==> config.mk <==
export PLATFORM = sky130hd
export DESIGN_NAME = jk_bank_ctrl
export DESIGN_NICKNAME = d
export VERILOG_FILES = /design/src/rtl/jk_bank_ctrl_pkg.sv /design/src/rtl/jk_rr_arb.sv /design/src/rtl/jk_bank_ctrl.sv
export SDC_FILE = /design/constraint.sdc
export NUM_CORES = 1
export LEC_CHECK = 0
export CORE_ASPECT_RATIO = 0.75
export CORE_MARGIN = 4
export CORE_UTILIZATION = 48
export CTS_CLUSTER_SIZE = 28
export DETAILED_ROUTE_END_ITERATION = 16
export PLACE_DENSITY = 0.85
export SLEW_MARGIN = 20
export SYNTH_ARGS = -nofsm -noshare
export SYNTH_HDL_FRONTEND = slang
export SYNTH_HIERARCHICAL = 1
export SYNTH_SLANG_ARGS = --single-unit
==> constraint.sdc <==
create_clock -name CLK -period 2.3 [get_ports CLK]
set_input_delay 0.345 -clock CLK [delete_from_list [all_inputs] [get_ports CLK]]
set_output_delay 0.345 -clock CLK [all_outputs]
set_load 0.02 [all_outputs]
==> src/rtl/jk_bank_ctrl_pkg.sv <==
// Shared types and the JK next-state function for the jk_bank_ctrl block.
package jk_bank_ctrl_pkg;

  typedef enum logic [1:0] {
    JK_HOLD   = 2'b00,
    JK_RESET  = 2'b01,
    JK_SET    = 2'b10,
    JK_TOGGLE = 2'b11
  } jk_cmd_e;

  typedef enum logic {
    ST_IDLE,
    ST_APPLY
  } state_e;

  // Standard JK truth table for a single flop.
  function automatic logic jk_next(input logic q, input logic j, input logic k);
    case ({j, k})
      2'b00:   return q;
      2'b01:   return 1'b0;
      2'b10:   return 1'b1;
      default: return ~q;
    endcase
  endfunction

endpackage

==> src/rtl/jk_rr_arb.sv <==
// Round-robin arbiter for jk_bank_ctrl; with JK_BANK_CTRL_PRIO_EN requester 0
// overrides the rotation and the rest rotate among themselves.
module jk_rr_arb #(
  parameter int  NREQ = 4,
  localparam int IDW  = $clog2(NREQ)
) (
  input  logic [NREQ-1:0] req_i,
  input  logic [IDW-1:0]  ptr_i,
  output logic [NREQ-1:0] gnt_o,
  output logic [IDW-1:0]  gnt_idx_o,
  output logic            any_o
);

  always_comb begin
    int cand;
    gnt_o     = '0;
    gnt_idx_o = '0;
    any_o     = 1'b0;
    cand      = 0;
    for (int k = 0; k < NREQ; k++) begin
      cand = int'(ptr_i) + k;
      if (cand >= NREQ) cand = cand - NREQ;
`ifdef JK_BANK_CTRL_PRIO_EN
      // Requester 0 is handled by the override below, never by the rotation.
      if (!any_o && req_i[cand] && cand != 0) begin
`else
      if (!any_o && req_i[cand]) begin
`endif
        any_o     = 1'b1;
        gnt_idx_o = IDW'(cand);
      end
    end
`ifdef JK_BANK_CTRL_PRIO_EN
    if (req_i[0]) begin
      any_o     = 1'b1;
      gnt_idx_o = '0;
    end
`endif
    if (any_o) gnt_o[gnt_idx_o] = 1'b1;
  end

endmodule

==> src/rtl/jk_bank_ctrl.sv <==
// Arbitrated command controller owning a WIDTH-bit JK flop bank.
// Optional macro JK_BANK_CTRL_PRIO_EN gives requester 0 absolute priority.
module jk_bank_ctrl
  import jk_bank_ctrl_pkg::*;
#(
  parameter int  NREQ  = 4,
  parameter int  WIDTH = 8,
  parameter int  IDXW  = (WIDTH > 1) ? $clog2(WIDTH) : 1,
  localparam int IDW   = $clog2(NREQ)
) (
  input  logic                 CLK,
  input  logic                 RST_N,
  input  logic [NREQ-1:0]      REQ_VALID,
  input  logic [2*NREQ-1:0]    REQ_CMD,
  input  logic [IDXW*NREQ-1:0] REQ_IDX,
  output logic [NREQ-1:0]      REQ_READY,
  output logic [WIDTH-1:0]     Q,
  output logic                 GNT_VALID,
  output logic [IDW-1:0]       GNT_ID,
  output logic                 ERR,
  output logic                 BUSY
);

  state_e           state_q, state_d;
  logic [IDW-1:0]   ptr_q, ptr_d;
  logic [IDW-1:0]   id_q, id_d;
  jk_cmd_e          cmd_q, cmd_d;
  logic [IDXW-1:0]  idx_q, idx_d;
  logic [WIDTH-1:0] q_q, q_d;
  logic [WIDTH-1:0] j_vec, k_vec;

  logic [NREQ-1:0]  gnt;
  logic [IDW-1:0]   gnt_idx;
  logic             gnt_any;
  logic             apply;

  jk_rr_arb #(.NREQ(NREQ)) u_arb (
    .req_i     (REQ_VALID),
    .ptr_i     (ptr_q),
    .gnt_o     (gnt),
    .gnt_idx_o (gnt_idx),
    .any_o     (gnt_any)
  );

  assign apply = (state_q == ST_APPLY);

  always_comb begin
    // NOTE: every always_comb output gets a default first so no path leaves
    // it unassigned; a missing default infers a latch.
    state_d   = state_q;
    ptr_d     = ptr_q;
    id_d      = id_q;
    cmd_d     = cmd_q;
    idx_d     = idx_q;
    REQ_READY = '0;
    GNT_VALID = 1'b0;
    ERR       = 1'b0;
    case (state_q)
      ST_IDLE: begin
        // READY is forced low while reset is held, even with requests pending.
        REQ_READY = RST_N ? gnt : '0;
        if (gnt_any) begin
          state_d = ST_APPLY;
          cmd_d   = jk_cmd_e'(REQ_CMD[2*int'(gnt_idx) +: 2]);
          idx_d   = REQ_IDX[IDXW*int'(gnt_idx) +: IDXW];
          id_d    = gnt_idx;
          ptr_d   = (int'(gnt_idx) == NREQ - 1) ? '0 : gnt_idx + 1'b1;
`ifdef JK_BANK_CTRL_PRIO_EN
          if (gnt_idx == '0) ptr_d = ptr_q;
`endif
        end
      end
      ST_APPLY: begin
        GNT_VALID = 1'b1;
        ERR       = (int'(idx_q) >= WIDTH);
        state_d   = ST_IDLE;
      end
      default: state_d = ST_IDLE;
    endcase
  end

  // Only the addressed bit sees J/K from the command; an out-of-range index
  // matches no bit, so the whole bank holds.
  always_comb begin
    for (int b = 0; b < WIDTH; b++) begin
      j_vec[b] = apply && (int'(idx_q) == b) && cmd_q[1];
      k_vec[b] = apply && (int'(idx_q) == b) && cmd_q[0];
      q_d[b]   = jk_next(q_q[b], j_vec[b], k_vec[b]);
    end
  end

  always_ff @(posedge CLK or negedge RST_N) begin
    if (!RST_N) begin
      state_q <= ST_IDLE;
      ptr_q   <= '0;
      id_q    <= '0;
      cmd_q   <= JK_HOLD;
      idx_q   <= '0;
      q_q     <= '0;
    end else begin
      // NOTE: sequential state uses non-blocking assignments so every flop
      // samples the pre-edge values regardless of statement order.
      state_q <= state_d;
      ptr_q   <= ptr_d;
      id_q    <= id_d;
      cmd_q   <= cmd_d;
      idx_q   <= idx_d;
      q_q     <= q_d;
    end
  end

  assign Q      = q_q;
  assign GNT_ID = id_q;
  assign BUSY   = (state_q != ST_IDLE);

endmodule

==> reports/results.tsv <==
stage	metric	value	unit
final_layout	Area Overhead vs Synth	32.17	%
routing	Via density	5.530	
final_layout	final instance area	2087	sq um
synthesis	syn nets	207	
sta	RSZ-0062 raised after global routing	no	
final_layout	Final Non-Filler Cells	247	
grt	aggregate global-route resource usage	0.1871	
grt	antenna violations before repair	0	
place	Final Wtd Congestion	0.7910	
grt	grt met1 use	0.2216	
worst_setup_path	Slowest cell on crit path	clkdlybuf4s50_1	
grt	largest net degree at the start of global routing	19	
synthesis	register area share after synthesis	0.2853	
worst_setup_path	crit path buf inv count	2	
final_layout	share of post-route cells with drive strength above 1	0.1675	
cts	maximum clock insertion buffer count	2	
worst_setup_path	worst flop-to-flop path startpoint	ptr_q[1]$_DFFE_PN0P_	
floorplanning	num rows	17	
worst_setup_path	crit path from	REQ_VALID[1]	
run	max cap viols	0	
worst_setup_path	Worst EP arrival	1900	ps
sta	# setup viols final	0	
pwr	LEAKAGE	0.8858	nW
place	HPWL after DPL	3036	um
place	Post-DP Area	2048	sq um
floorplanning	Core Box Area	3042	sq um
sta	setup tns final	0	ps
routing	routed len/inst	15.10	um
worst_setup_path	Setup crit start kind	input port	
synthesis	mapped cell area	1579	sq um
final_layout	nets	254	
grt	grt met3 use	0.04333	
final_layout	# diodes	0	
cts	post-CTS setup buffer count	0	
floorplanning	Die Ht	57.67	um
synthesis	leading cell types by count after synthesis	nor2_1, dfrtp_1, ha_1	
sta	Slew Viols, Final	0	
grt	vias in the first global route	1440	
routing	First DRT Iteration DRCs	66	
synthesis	synth top area cells	dfrtp_1, ha_1, mux4_2	
routing	drt total wl	3730	um
synthesis	Synth cell types	37	
routing	vias	1366	
place	port bufs	41	
worst_setup_path	delay-heaviest family, CP	buffers and inverters	
grt	total grt overflow	0	
grt	GRT Max-Usage Layer	met2	
synthesis	Synth top area share	0.2853	
worst_hold_path	Worst Hold Class	register to register	
final_layout	Final Util	0.6861	
worst_hold_path	hold path startpoint	Q[6]$_DFFE_PN0P_	
floorplanning	Starting Density	0.5191	
grt	met2 global-route usage	0.3472	
worst_setup_path	Setup CP Type	input port to output pin	
cts	CTS Hold Bufs	0	
cts	Clock Sink Count	18	
sta	final hold slack	474.0	ps
sta	fin crit share	0.9763	
worst_setup_path	max incr delay on CP	620	ps
synthesis	Gate Count Post-Synth	164	
final_layout	register area	450.4	sq um
floorplanning	Die Wd	74.23	um
synthesis	Mean Syn Cell Area	9.628	sq um
cts	CTS buffer count	3	
worst_setup_path	CP cell instances	clkdlybuf4s50_1 -> o2bb2ai_1 -> a22o_1 -> and2_1 -> and2_1 -> dlygate4sd2_1	
synthesis	Post-synth ARST share	1.000	
synthesis	count leader, synth	nor2_1	
run_status	status	finished, final reports clean	
cts	CTS root buf	clkbuf_8	
synthesis	Top FF cell, synth	dfrtp_1	
place	placed cells	244	
floorplanning	IO Count	43	
cts	clock transition at the registers of the reported paths	70	ps
place	Post-Place Setup Slack	-217.5	ps
synthesis	Synth area leader	dfrtp_1	
sta	final setup margin	54.45	ps
synthesis	YS warnings	6	
worst_setup_path	cell mode on critical path	and2_1	
synthesis	EDFF count, synth	0	
worst_setup_path	Crit. End Element	output pin	
pwr	Power Dens Cells	1032	nW/um^2
synthesis	synthesized flop and latch total	18	
routing	Detailed Routing Iterations Pass 1	4	
sta	Clock Skew	1.385	ps
grt	first-pass GRT wire length	6341	um
final_layout	fill count	225	
cts	CTS tree	yes	
routing	Routed Antenna Nets	0	
worst_setup_path	maximum fanout along the worst path	8	
cts	H-tree levels	1	
floorplanning	Die Area	4281	sq um
worst_setup_path	CP Data Required Time	1960	ps
pwr	Peak supply drop	0.0005746	V
cts	worst skew pair latency	250	ps
routing	number of remaining DRC errors	0	
sta	Hold Vio Cnt, Final	0	
sta	Final min period	2246	ps
sta	fmax	445.3	MHz
final_layout	area of the multi-input gates	1046	sq um
pwr	total power	2.153	mW
power breakdown:
part | internal, mW | leakage [nW] | switching [mW] | total, mW
Sequential | 0.476 | 0.208 | 0.198 | 0.674
Combinational | 0.676 | 0.656 | 0.581 | 1.26
Clock | 0.116 | 0.0216 | 0.106 | 0.223
Total | 1.27 | 0.886 | 0.884 | 2.15
cell type report:
class                      count  area share
inverter                       3    0.005396
multi-input combinational    133      0.5012
timing repair buffer          52      0.2350
sequential                    18      0.2158
clock buffer                   3     0.01978
tap                           38     0.02278
registers in the layout, summed over array words and instances (netlist names):
register / cells
ptr_q: 2
Q: 8
idx_q: 3
BUSY: 1
cmd_q: 2
GNT_ID: 2
layout by cell type, fill, tap and decap left out, types with 5 or more instances in the layout:
cell type,synthesis,final
nand2_1,9,9
nor2_1,19,19
a211oi_1,8,8
mux4_2,5,5
dfrtp_1,18,18
nor2b_1,12,12
clkdlybuf4s50_1,0,36
and2_1,5,5
a21oi_1,5,5
nor3b_1,9,9
buf_4,2,11
ha_1,17,17
mux2_4,5,5
metal layers:
metal  vias up  share of wire
li1        671              -
met1       651           0.43
met2        40           0.51
met3         4          0.049
met4         0         0.0070
met5         -              0
repair_timing:
item / 4_1_cts / 5_1_grt
gates resized for setup: 4 / 1
setup endpoints to repair: 4 / 3
cloned: 0 / 0
path summary, 6_finish.rpt:
check	end	slack, ps	cells after the start
worst max-delay path	REQ_READY[0]	50	6
worst min-delay path	Q[6]$_DFFE_PN0P_	470	1
worst max register to register	idx_q[1]$_DFFE_PN0P_	150	6
worst min register to register	Q[6]$_DFFE_PN0P_	470	1
max in group asynchronous	Q[1]$_DFFE_PN0P_	1600	2
min in group asynchronous	cmd_q[1]$_DFFE_PN0P_	490	2
cells by family (layout without fill, tap and decap cells):
kind of cell | Yosys count | after routing | share of synthesized area
mux | 15 | 15 | 0.1537
other cells | 1 | 1 | 0.002375
flops | 18 | 18 | 0.2853
compound gates | 24 | 24 | 0.1101
fa+ha+maj | 17 | 17 | 0.1347
buf+inv | 13 | 58 | 0.05229
simple gates | 76 | 76 | 0.2615
No activity file was read; power rests on OpenSTA's default activity.
